`src/rtl/arb_pkg.sv`:
```
// arb_pkg: shared sizes, hold-limit default and FSM state type for rr_arbiter8
package arb_pkg;
  localparam int N = 8;
  localparam int IDXW = 3;
  localparam int MAX_HOLD_DEF = 16;
  localparam int HOLD_W = $clog2(MAX_HOLD_DEF);
  typedef enum logic {IDLE, GRANT} state_t;
endpackage

```
`src/rtl/rr_pick.sv`:
```
// rr_pick: circular first-set search of req from ptr upward; in req,ptr; out found,idx
module rr_pick
  import arb_pkg::*;
(
  input  logic [N-1:0]    req,
  input  logic [IDXW-1:0] ptr,
  output logic            found,
  output logic [IDXW-1:0] idx
);
  logic [N-1:0] w_rot;
  logic [IDXW-1:0] w_enc;
  assign w_rot = N'({req, req} >> ptr);
  always_comb begin
    w_enc = '0;
    for (int i = N - 1; i >= 0; i--)
      if (w_rot[i]) w_enc = i[IDXW-1:0];
  end
  assign found = |req;
  assign idx = w_enc + ptr;
endmodule

```
`src/rtl/rr_arbiter8.sv`:
```
// rr_arbiter8: 8-way round-robin arbiter with hold timeout; in clk,rst_n,arb_en,req,done; out gnt,gnt_idx,gnt_vld,timeout
module rr_arbiter8
  import arb_pkg::*;
#(
  parameter int MAX_HOLD = MAX_HOLD_DEF
) (
  input  logic            clk,
  input  logic            rst_n,
  input  logic            arb_en,
  input  logic [N-1:0]    req,
  input  logic            done,
  output logic [N-1:0]    gnt,
  output logic [IDXW-1:0] gnt_idx,
  output logic            gnt_vld,
  output logic            timeout
);
  localparam int HW = $clog2(MAX_HOLD);
  state_t r_state, w_state_nx;
  logic w_found, w_award, w_rel, w_last, r_timeout;
  logic [IDXW-1:0] w_pick, r_idx, r_ptr;
  logic [HW-1:0] r_hold;
  logic [N-1:0] r_gnt;
  rr_pick u_pick (.req(req), .ptr(r_ptr), .found(w_found), .idx(w_pick));
  assign w_last = r_hold == HW'(MAX_HOLD - 1);
  assign w_award = r_state == IDLE && arb_en && w_found;
  assign w_rel = r_state == GRANT && (done || !req[r_idx] || w_last);
  always_comb w_state_nx = w_award ? GRANT : w_rel ? IDLE : r_state;
  always_ff @(posedge clk)
    r_state <= !rst_n ? IDLE : w_state_nx;
  always_ff @(posedge clk) begin
    if (!rst_n) begin
      r_gnt <= '0;
      r_idx <= '0;
      r_ptr <= '0;
      r_hold <= '0;
      r_timeout <= 1'b0;
    end else begin
      r_gnt <= w_award ? N'(1) << w_pick : w_rel ? '0 : r_gnt;
      r_idx <= w_award ? w_pick : w_rel ? '0 : r_idx;
      r_ptr <= w_award ? w_pick + 1'b1 : r_ptr;
      r_hold <= r_state == GRANT ? r_hold + 1'b1 : '0;
      r_timeout <= w_rel && w_last;
    end
  end
  assign gnt = r_gnt;
  assign gnt_idx = r_idx;
  assign gnt_vld = r_state == GRANT;
  assign timeout = r_timeout;
endmodule

```
`config.mk`:
```
export PLATFORM = sky130hd
export DESIGN_NAME = rr_arbiter8
export DESIGN_NICKNAME = d
export VERILOG_FILES = /design/src/rtl/arb_pkg.sv /design/src/rtl/rr_pick.sv /design/src/rtl/rr_arbiter8.sv
export SDC_FILE = /design/constraint.sdc
export NUM_CORES = 1
export LEC_CHECK = 0
export ABC_CLOCK_PERIOD_IN_PS = 3400
export BUFFER_PORTS_ARGS = -buffer_cell sky130_fd_sc_hd__buf_2
export CAP_MARGIN = 30
export CORE_MARGIN = 1.5
export CORE_UTILIZATION = 51
export CTS_CLUSTER_DIAMETER = 120
export DETAILED_ROUTE_END_ITERATION = 16
export MAX_ROUTING_LAYER = met4
export PLACE_DENSITY_LB_ADDON = 0.2
export SLEW_MARGIN = 20
export SYNTH_ARGS = -nofsm -noshare
export SYNTH_HDL_FRONTEND = slang
export SYNTH_SLANG_ARGS = --single-unit
```
`constraint.sdc`:
```
create_clock -name clk -period 3.4 [get_ports clk]
set_clock_uncertainty 0.15 [all_clocks]
set_input_delay 0.34 -clock clk [delete_from_list [all_inputs] [get_ports clk]]
set_output_delay 0.34 -clock clk [all_outputs]
set_load 0.1 [all_outputs]
```
==> flow_summary.yaml, run 1 <==
run_status:
  outcome: "finished, violations left"
  failed_checks: "setup timing"
sta:
  relSlewSlack_pct: 60.6
  setup_slack_ns: -0.0482
  hold_viol: 0
  period_minus_slack_ns: 3.45
  finalSetupViolations: 1
  finalMaxSlewViolations: 0
  rsz0062_at_grt: "yes"
  fin_crit_sh_pct: 101
  holdWs_ns: 0.149
  max_freq_mhz: 290
  worst_pin_slew_ns: 0.576
grt:
  first_global_vias: 1612
  grt_overflow_total: 0
  grt_pass1_wl_um: 7330
  antenna_found_initial: 0
  grt_max_degree: 14
  track_usage_pct: 27.2
clocking:
  cts_buffers: 3
  htreeDepth: 1
  cts_buffer_depth: 2
  clock_latency_ns: 0.32
  cts_num_sinks: 20
  path_clk_slew_ns: 0.13
  hold_buffers: 0
  cts_root_buf: "clkbuf_4"
  cts_tree: "yes"
setup_path:
  worst_setup_path_start_kind: "register"
  setup.worst_path.class: "register to register"
  critPathArrivalTime_ns: 3.53
  crit_fanout: 7
  endpoint_kind: "register"
  cp_data_required_time_ns: 3.48
detailed_routing:
  wl_met1_um: 1980
  dr_wl_met3_um: 124
  drt_iter0_markers: 78
  dr_wl_met2_um: 2440
  vias: 1723
  drc: 0
  drtAntennaViolNets: 0
  wl_um: 4630
  route.detailed.wl_per_inst_um: 16.0
  first_pass_iters: 5
  vias_per_cell: 5.94
  routed.top_layer: "met4"
floorplanning:
  dieArea_mm2: 0.00367
  io_pins: 25
  rows: 20
  initial_utilization_pct: 54.5
  die_x_um: 60.6
  die-height_um: 60.6
  core_area_mm2: 0.00310
yosys:
  post_synth.cell_area_avg_um2: 8.21
  synth_fp_nets: 226
  netlist_area_mm2: 0.00169
  synth-seq-area-share_pct: 23.7
  synth-edff-count: 0
  synth_ff_type: "dfxtp_1"
  syn_inst: 206
  synth_cell_types: 51
  async_flop_share_pct: 0
  synth-seq-cells: 20
  yosysWarningCount: 0
pwr:
  pwr-share-comb_pct: 71.4
  p_seq_share_pct: 17.9
  powerDensity_mw_per_mm2: 843
  intPower_uw: 979
  switchingPower_uw: 876
  leakagePower_uw: 0.000956
  p_clk_share_pct: 10.7
  p_sw_share_pct: 47.2
  peakVddDrop_uv: 313
placed_design:
  dp_slack_ns: -0.0885
  place_area_mm2: 0.00192
  globalplace.congestion: 1.00
  io_buffers: 24
  dp_hpwl_um: 3250
cells_and_area:
  final_area_mm2: 0.00220
  drive_gt1_share_pct: 35.8
  seq_area_um2: 405
  nets: 267
  syn_to_final_growth_pct: 30.0
  n_antenna_cell: 0
  multiInputGateArea_mm2: 0.00130
  n_fill_cell: 250
flow_run:
  max-cap-violations: 0
hold_path:
  hold_path_class: "primary input to register"
## final timing paths
path | start | end | slack (ns) | cells past startpoint
max | r_ptr[0] | r_ptr[2] | -0.05 | 16
min | rst_n | r_ptr[0] | 0.15 | 2
max reg2reg | r_ptr[0] | r_ptr[2] | -0.05 | 16
min reg2reg | r_hold[0] | r_hold[0] | 0.32 | 1
## kinds of logic (layout without fill, tap and decap cells)
group / Yosys count / after routing / synth area share (%)
AO/OA/AOI/OAI: 50 / 50 / 22.2
buffers and inverters: 18 / 58 / 7.62
adder cells (fa/ha/maj): 8 / 8 / 6.36
XOR/XNOR: 4 / 4 / 2.07
AND/OR/NAND/NOR: 92 / 92 / 27.4
multiplexers: 14 / 14 / 10.7
flip-flops: 20 / 20 / 23.7
## state kept, by name, summed over array words and instances, names as in the netlist
signal / count
gnt_vld: 1
gnt_idx: 3
r_hold: 4
r_ptr: 3
timeout: 1
gnt: 8
## critical path, cell delays in order (launching register included)
cell     delay (ns)
dfxtp_4        0.38
buf_12         0.14
mux2i_4        0.19
mux4_2         0.47
a21oi_2        0.13
a21o_1         0.13
o21ai_2        0.05
a32o_2         0.28
ha_4           0.16
inv_2          0.05
fa_2           0.28
xor2_2         0.18
nor3_2         0.07
or2_1          0.23
ha_1           0.27
mux2i_1        0.13
nor2b_1        0.06
## power groups by stage
stage / Sequential [uW] / Combinational, uW / Clock [uW]
finish: 332 / 1320 / 199
global route: 338 / 1420 / 213
CTS: 331 / 1190 / 199
detailed placement: 332 / 1060 / 0
global placement: 329 / 1030 / 0
floorplan: 509 / 599 / 0
## routing by layer
layer	up-vias	global-route usage (%)
li1	841	-
met1	827	33.9
met2	46	47.5
met3	9	0.640
met4	0	9.01
met5	-	-
## cell usage after synthesis, types with 2 or more instances
| cell | n | area (um^2) |
|---|---|---|
| o221ai_1 | 3 | 26.3 |
| xor2_1 | 2 | 17.5 |
| and3_1 | 7 | 43.8 |
| nor2_1 | 9 | 33.8 |
| a32o_1 | 2 | 20.0 |
| mux4_2 | 2 | 45.0 |
| nor2b_1 | 8 | 50.1 |
| a22o_1 | 3 | 26.3 |
| a21oi_1 | 6 | 30.0 |
| o21ai_0 | 10 | 50.1 |
| nand2_1 | 30 | 113 |
| o211ai_1 | 2 | 15.0 |
| a2111oi_0 | 2 | 17.5 |
| mux2i_1 | 11 | 110 |
| a21oi_2 | 3 | 26.3 |
| clkbuf_1 | 2 | 7.51 |
| nor3_1 | 6 | 30.0 |
| inv_1 | 7 | 26.3 |
| nand2b_1 | 5 | 31.3 |
| buf_6 | 6 | 67.6 |
| or2_1 | 2 | 12.5 |
| nand3_1 | 18 | 90.1 |
| ha_1 | 7 | 87.6 |
| a22oi_1 | 4 | 30.0 |
| dfxtp_1 | 20 | 400 |
| a21o_1 | 2 | 15.0 |
| xnor2_1 | 2 | 17.5 |
| a31oi_1 | 2 | 12.5 |
## stage by stage
stage / util [%] / TNS (ns) / power [uW] / instances
floorplan: - / 0 / 1110 / 206
global placement: 61.9 / 0 / 1360 / 280
detailed placement: 61.9 / -0.0999 / 1400 / 280
CTS: 68.2 / -0.0267 / 1720 / 288
global route: 70.9 / -0.512 / 1970 / 290
finish: 70.9 / -0.0482 / 1860 / 290
## area by class of cell
class	count	area share, %
clock buffers	3	1.02
clock inverters	1	1.37
inverters	7	1.19
multi-input cells	168	59.0
flip-flops and latches	20	18.4
well taps	44	2.50
repair buffers	47	16.5
## placed cells by master, fill, tap and decap left out, drive strengths merged, types with 3 or more instances in the layout
cell type	synthesis	routed
a22o	3	3
o221ai	3	3
or2	3	3
o21ai	11	11
nand2b	5	5
nor2b	8	8
nand3	19	19
mux4	3	3
ha	7	7
inv	7	7
a21oi	9	9
mux2i	11	11
a21o	3	3
a22oi	4	4
nor2	9	9
buf	9	45
nor3	6	6
and3	7	7
dfxtp	20	20
clkbuf	2	3
nand2	30	30
## what timing repair did
| item | CTS | global route |
|---|---|---|
| resized for setup | 17 | 16 |
| setup endpoints to repair | 2 | 8 |
| cloned | 2 | 0 |
| pin swaps | 10 | 11 |
| setup buffers | 2 | 2 |
(Power assumes the default switching activity.)
==> run 2: changes to the inputs <==
--- a/config.mk
+++ b/config.mk
@@ -5,11 +5,13 @@
 export SDC_FILE = /design/constraint.sdc
 export NUM_CORES = 1
 export LEC_CHECK = 0
+export ABC_AREA = 1
 export ABC_CLOCK_PERIOD_IN_PS = 3400
 export BUFFER_PORTS_ARGS = -buffer_cell sky130_fd_sc_hd__buf_2
 export CAP_MARGIN = 30
 export CORE_MARGIN = 1.5
-export CORE_UTILIZATION = 51
+export CORE_UTILIZATION = 52
+export CTS_BUF_LIST = sky130_fd_sc_hd__clkbuf_8
 export CTS_CLUSTER_DIAMETER = 120
 export DETAILED_ROUTE_END_ITERATION = 16
 export MAX_ROUTING_LAYER = met4
==> run 2 against run 1 <==
  * The flow now finishes without violations
  * Register-to-register slack better by 0.34 ns
  * Critical path type unchanged
  * Synthesized cell count increased by 1.9%
  * Hold slack better by 0.077 ns
  * Fmax increased by 11%
  * Die area is 13% lower
  * Synthesized area is 12% lower
  * Clock power rose by 18%
  * Sequential power about the same
  * Sequential cell count did not move
==> flow_summary.yaml, run 2 <==
run_status:
  outcome: "completed"
yosys:
  synth-seq-cells: 20
  synth_ff_type: "dfxtp_1"
  syn_inst: 210
  synth_area_leaders: "dfxtp_1 27%, nand2_1 11%, nand3_1 9.4%"
  netlist_top_cells_count: "44 x nand2_1, 28 x nand3_1, 20 x dfxtp_1, 20 x nor2_1, 15 x inv_1"
  synth_cell_types: 34
  yosysWarningCount: 0
  synth_fp_nets: 230
  async_flop_share_pct: 0
  synth_top_area_cell: "dfxtp_1"
  post_synth.cell_area_avg_um2: 7.12
  netlist_area_mm2: 0.00150
  synth-edff-count: 0
  synth-seq-area-share_pct: 26.8
  synth_top_area_share_pct: 26.8
  synth_most_common_cell: "nand2_1"
clocking:
  cts_num_sinks: 20
  clock_latency_ns: 0.26
  path_clk_slew_ns: 0.07
  hold_buffers: 0
  cts_buffers: 3
  cts_buffer_depth: 2
  htreeDepth: 1
  cts_tree: "yes"
  cts_root_buf: "clkbuf_8"
floorplanning:
  io_pins: 25
  rows: 19
  die-height_um: 56.6
  die_x_um: 56.6
  core_area_mm2: 0.00273
  dieArea_mm2: 0.00321
  initial_utilization_pct: 54.7
grt:
  track_usage_pct: 21.8
  grt_pass1_wl_um: 5550
  first_global_vias: 1276
  antenna_found_initial: 0
  grt_max_degree: 22
  grt_overflow_total: 0
cells_and_area:
  nets: 260
  drive_gt1_share_pct: 30.5
  largest_reg_flops: 8
  n_fill_cell: 255
  n_antenna_cell: 0
  multiInputGateArea_um2: 978
  seq_area_um2: 407
  post-route-util_pct: 64.1
  syn_to_final_growth_pct: 17.2
  final_common_cell: "nand2_1"
  mostFrequentLayoutCells: "44 x nand2_1, 28 x nand3_1, 24 x buf_2"
placed_design:
  dp_hpwl_um: 2510
  globalplace.congestion: 0.810
  io_buffers: 24
sta:
  max_freq_mhz: 322
  holdWs_ns: 0.226
  finalMaxSlewViolations: 0
  worst_pin_slew_ns: 0.618
  finalSetupViolations: 0
  fin_tns_setup_ns: 0
  rsz0062_at_grt: "no"
  period_minus_slack_ns: 3.11
  fin_crit_sh_pct: 91.3
  hold_viol: 0
  relSlewSlack_pct: 58.7
detailed_routing:
  first_pass_iters: 4
  route.detailed.wl_per_inst_um: 11.9
  drc: 0
  vias: 1409
  drtAntennaViolNets: 0
  wl_um: 3200
  vias_per_cell: 5.22
  drt_iter0_markers: 89
setup_path:
  endpoint_kind: "register"
  cpLargestDelayFamily: "adder cells"
  worstReg2RegStart: "r_ptr[0]"
  r2r_end: "r_ptr[2]"
  cp_common_cell: "nand2_1"
  r2r_slack_ns: 0.29
  slowest_delay_ns: 0.39
  cp_num_buf_inv: 4
  slowest_stage: "dfxtp_4"
  worst_setup_path_start_kind: "register"
  critPathArrivalTime_ns: 3.08
  setup.worst_path.class: "register to register"
  crit_fanout: 7
  cp_data_required_time_ns: 3.37
  path_cells: "buf_4 -> nand2_1 -> nand3_1 -> nand3_1 -> nand2_1 -> o21ai_1 -> nand2_1 -> a21boi_1 -> ha_1 -> inv_1 -> fa_2 -> xor2_2 -> inv_1 -> nand3_2 -> nand2_4 -> inv_2 -> ha_1 -> o21ai_0 -> a21oi_1"
  rr_worst_depth: 19
hold_path:
  hold_path_end: "r_ptr[1]"
  holdPathStages: 3
  hp-start: "rst_n"
  hold_path_class: "primary input to register"
pwr:
  finalPower_uw: 1530
  peakVddDrop_uv: 861
  leakagePower_uw: 0.000819
  powerDensity_mw_per_mm2: 874
flow_run:
  max-cap-violations: 0
run 2: kinds of logic (layout without fill, tap and decap cells):
family	Yosys count	in the layout	synth area share (%)
flip-flops	20	20	26.8
XOR/XNOR	2	2	1.17
AND/OR/NAND/NOR	126	126	45.5
adder cells (fa/ha/maj)	8	8	7.20
AO/OA/AOI/OAI	28	28	10.9
buffers and inverters	26	55	8.45
run 2: final cells by class:
type | instances | area share (%)
clock buffers | 3 | 2.36
flip-flops and latches | 20 | 23.2
clock inverters | 1 | 1.71
multi-input cells | 164 | 55.8
repair buffers | 31 | 9.85
inverters | 20 | 4.85
well taps | 31 | 2.21
run 2: worst register-to-register path, stage by stage (launching register included):
cell      delay (ns)
dfxtp_4         0.39
buf_4           0.15
nand2_1         0.09
nand3_1         0.10
nand3_1         0.09
nand2_1         0.09
o21ai_1         0.14
nand2_1         0.06
a21boi_1        0.12
ha_1            0.16
inv_1           0.05
fa_2            0.35
xor2_2          0.17
inv_1           0.08
nand3_2         0.14
nand2_4         0.11
inv_2           0.04
ha_1            0.27
o21ai_0         0.16
a21oi_1         0.06
run 2: how the worst max path moves through the flow:
stage | startpoint | endpoint | slack, ns | depth (start not counted)
floorplan | r_ptr[0] | r_ptr[2] | 0.37 | 21
global placement | r_ptr[0] | r_ptr[2] | 0.09 | 19
detailed placement | r_ptr[0] | r_ptr[2] | 0.02 | 19
CTS | r_ptr[0] | r_ptr[2] | 0.01 | 19
global route | r_ptr[0] | r_ptr[2] | 0.05 | 19
finish | r_ptr[0] | r_ptr[2] | 0.29 | 19
run 2: power by group:
part	internal [uW]	switching, uW	leakage [uW]
Sequential	278	52.3	0.000164
Combinational	318	650	0.000619
Clock	157	77.2	0.0000357
run 2: layer usage:
metal,up-vias,global-route usage [%],wire [um]
met2,23,34.7,1540
met3,4,2.07,105
met5,-,-,0
met4,0,5.10,28
li1,754,-,-
met1,628,29.9,1530
run 2: timing repair:
item                       4_1_cts  5_1_grt
buffers inserted                 0        2
gates resized for setup          0        8
setup endpoints to repair        0        5
run 2: stage by stage:
step,setup slack (ns),area [um^2],instances
3_5_place_dp,0.0195,1650,264
6_report,0.295,1750,270
2_1_floorplan,0.366,1500,210
4_1_cts,0.0135,1720,268
5_1_grt,0.0489,1750,270
3_3_place_gp,0.0912,1650,264
==> run 3: changes to the inputs <==
--- a/config.mk
+++ b/config.mk
@@ -10,12 +10,13 @@
 export BUFFER_PORTS_ARGS = -buffer_cell sky130_fd_sc_hd__buf_2
 export CAP_MARGIN = 30
 export CORE_MARGIN = 1.5
-export CORE_UTILIZATION = 52
+export CORE_UTILIZATION = 45
 export CTS_BUF_LIST = sky130_fd_sc_hd__clkbuf_8
 export CTS_CLUSTER_DIAMETER = 120
 export DETAILED_ROUTE_END_ITERATION = 16
 export MAX_ROUTING_LAYER = met4
 export PLACE_DENSITY_LB_ADDON = 0.2
+export REMOVE_ABC_BUFFERS = 1
 export SLEW_MARGIN = 20
 export SYNTH_ARGS = -nofsm -noshare
 export SYNTH_HDL_FRONTEND = slang
==> run 3 against run 2 <==
  * Die area is 15% higher
  * Sequential share of layout area rose by 0.13 points
  * Core utilization down 7.9 points
  * Non-clock buffer count down 1
  * Register-to-register slack about the same
  * Hold slack worse by 0.0022 ns
  * Sequential power barely moved
  * Power down 4.8%
  * Worst setup slack got worse by 0.0080 ns
  * Critical path type unchanged
  * Critical endpoint unchanged
  * Largest power group unchanged
==> flow_summary.yaml, run 3 (synthesis results as in run 2) <==
clocking:
  cts_tree: "yes"
  cts_buffer_depth: 2
  path_clk_slew_ns: 0.08
  htreeDepth: 1
  hold_buffers: 0
  cts_root_buf: "clkbuf_8"
  cts_num_sinks: 20
  cts_buffers: 3
  clock_latency_ns: 0.26
sta:
  period_minus_slack_ns: 3.11
  fin_crit_sh_pct: 91.6
  max_freq_mhz: 321
  finalSetupViolations: 0
  finalMaxSlewViolations: 0
  setup_slack_ns: 0.287
  worst_pin_slew_ns: 0.652
  hold_viol: 0
  fin_tns_setup_ns: 0
  relSlewSlack_pct: 56.4
  rsz0062_at_grt: "no"
grt:
  grt_overflow_total: 0
  grt_max_degree: 22
  first_global_vias: 1262
  grt_pass1_wl_um: 5550
  antenna_found_initial: 0
  track_usage_pct: 20.4
cells_and_area:
  seq_area_um2: 407
  drive_gt1_share_pct: 29.8
  mostFrequentLayoutCells: "44 x nand2_1, 28 x nand3_1, 24 x buf_2"
  post-route-util_pct: 56.2
  multiInputGateArea_um2: 976
  n_fill_cell: 325
  n_antenna_cell: 0
  largest_reg_flops: 8
  final_common_cell: "nand2_1"
  nets: 259
  syn_to_final_growth_pct: 16.6
run_status:
  outcome: "completed"
floorplanning:
  dieArea_mm2: 0.00368
  rows: 20
  initial_utilization_pct: 48.2
  core_area_mm2: 0.00310
  io_pins: 25
  die_x_um: 60.6
  die-height_um: 60.6
detailed_routing:
  wl_um: 3240
  dr_wl_met3_um: 84
  route.detailed.wl_per_inst_um: 11.5
  dr_wl_met2_um: 1530
  vias_per_cell: 5.04
  vias: 1422
  drt_iter0_markers: 41
  routed.top_layer: "met4"
  wl_met1_um: 1610
  first_pass_iters: 4
  drtAntennaViolNets: 0
  drc: 0
setup_path:
  endpoint_kind: "register"
  crit_fanout: 7
  cp_data_required_time_ns: 3.38
  setup.worst_path.class: "register to register"
  critPathArrivalTime_ns: 3.09
  worst_setup_path_start_kind: "register"
flow_run:
  max-cap-violations: 0
placed_design:
  dp_hpwl_um: 2570
  dp_slack_ns: 0.0240
  globalplace.congestion: 0.903
  io_buffers: 24
pwr:
  powerDensity_mw_per_mm2: 837
  leakagePower_uw: 0.000808
  finalPower_uw: 1460
  peakVddDrop_uv: 488
hold_path:
  hold_path_class: "primary input to register"
==> run 3: worst max-delay path, cell delays in order (launching register included) <==
cell and delay [ns]:
dfxtp_4 0.39, buf_4 0.15, nand2_1 0.09, nand3_1 0.11, nand3_1 0.10, nand2_1 0.07, o21ai_1 0.13, nand2_1 0.06
a21boi_1 0.13, ha_1 0.16, inv_1 0.05, fa_1 0.39, xor2_2 0.18, inv_1 0.08, nand3_2 0.13, nand2_4 0.12
inv_2 0.04, ha_1 0.27, o21ai_1 0.12, a21oi_1 0.05
==> run 3: report_power, final <==
group	internal (uW)	total (uW)	switching [uW]
combinational	299	945	646
clock	103	182	78.6
sequential	278	332	53.9
==> run 3: final timing paths <==
path | startpoint | end | slack, ns | depth (start not counted)
max | r_ptr[0] | r_ptr[2] | 0.29 | 19
min | rst_n | r_ptr[2] | 0.22 | 3
max reg2reg | r_ptr[0] | r_ptr[2] | 0.29 | 19
min reg2reg | r_hold[0] | r_hold[0] | 0.31 | 1
==> run 3: timing repair <==
item / CTS / global route
buffers inserted: 0 / 0
gates resized for setup: 0 / 8
setup endpoints to repair: 0 / 2
==> run 3: stage by stage <==
step                      area, um^2  cells  hold WS, ns
after global placement          1670    278        0.283
after floorplan                 1450    204        0.268
after global routing            1740    282        0.276
after detailed placement        1670    278        0.306
after CTS                       1730    282        0.224
final                           1740    282        0.223
==> run 3: layout make-up <==
class	count	share of cell area (%)
timing repair buffer	30	9.48
inverter	20	4.88
tap	44	3.16
sequential	20	23.3
multi-input combinational	164	56.0
clock buffer	4	3.16
==> run 3: metal layers <==
metal  global-route usage, %  vias up
met5                       -        -
li1                        -      750
met1                    27.7      652
met3                    2.56        2
met2                    32.4       18
met4                    4.66        0
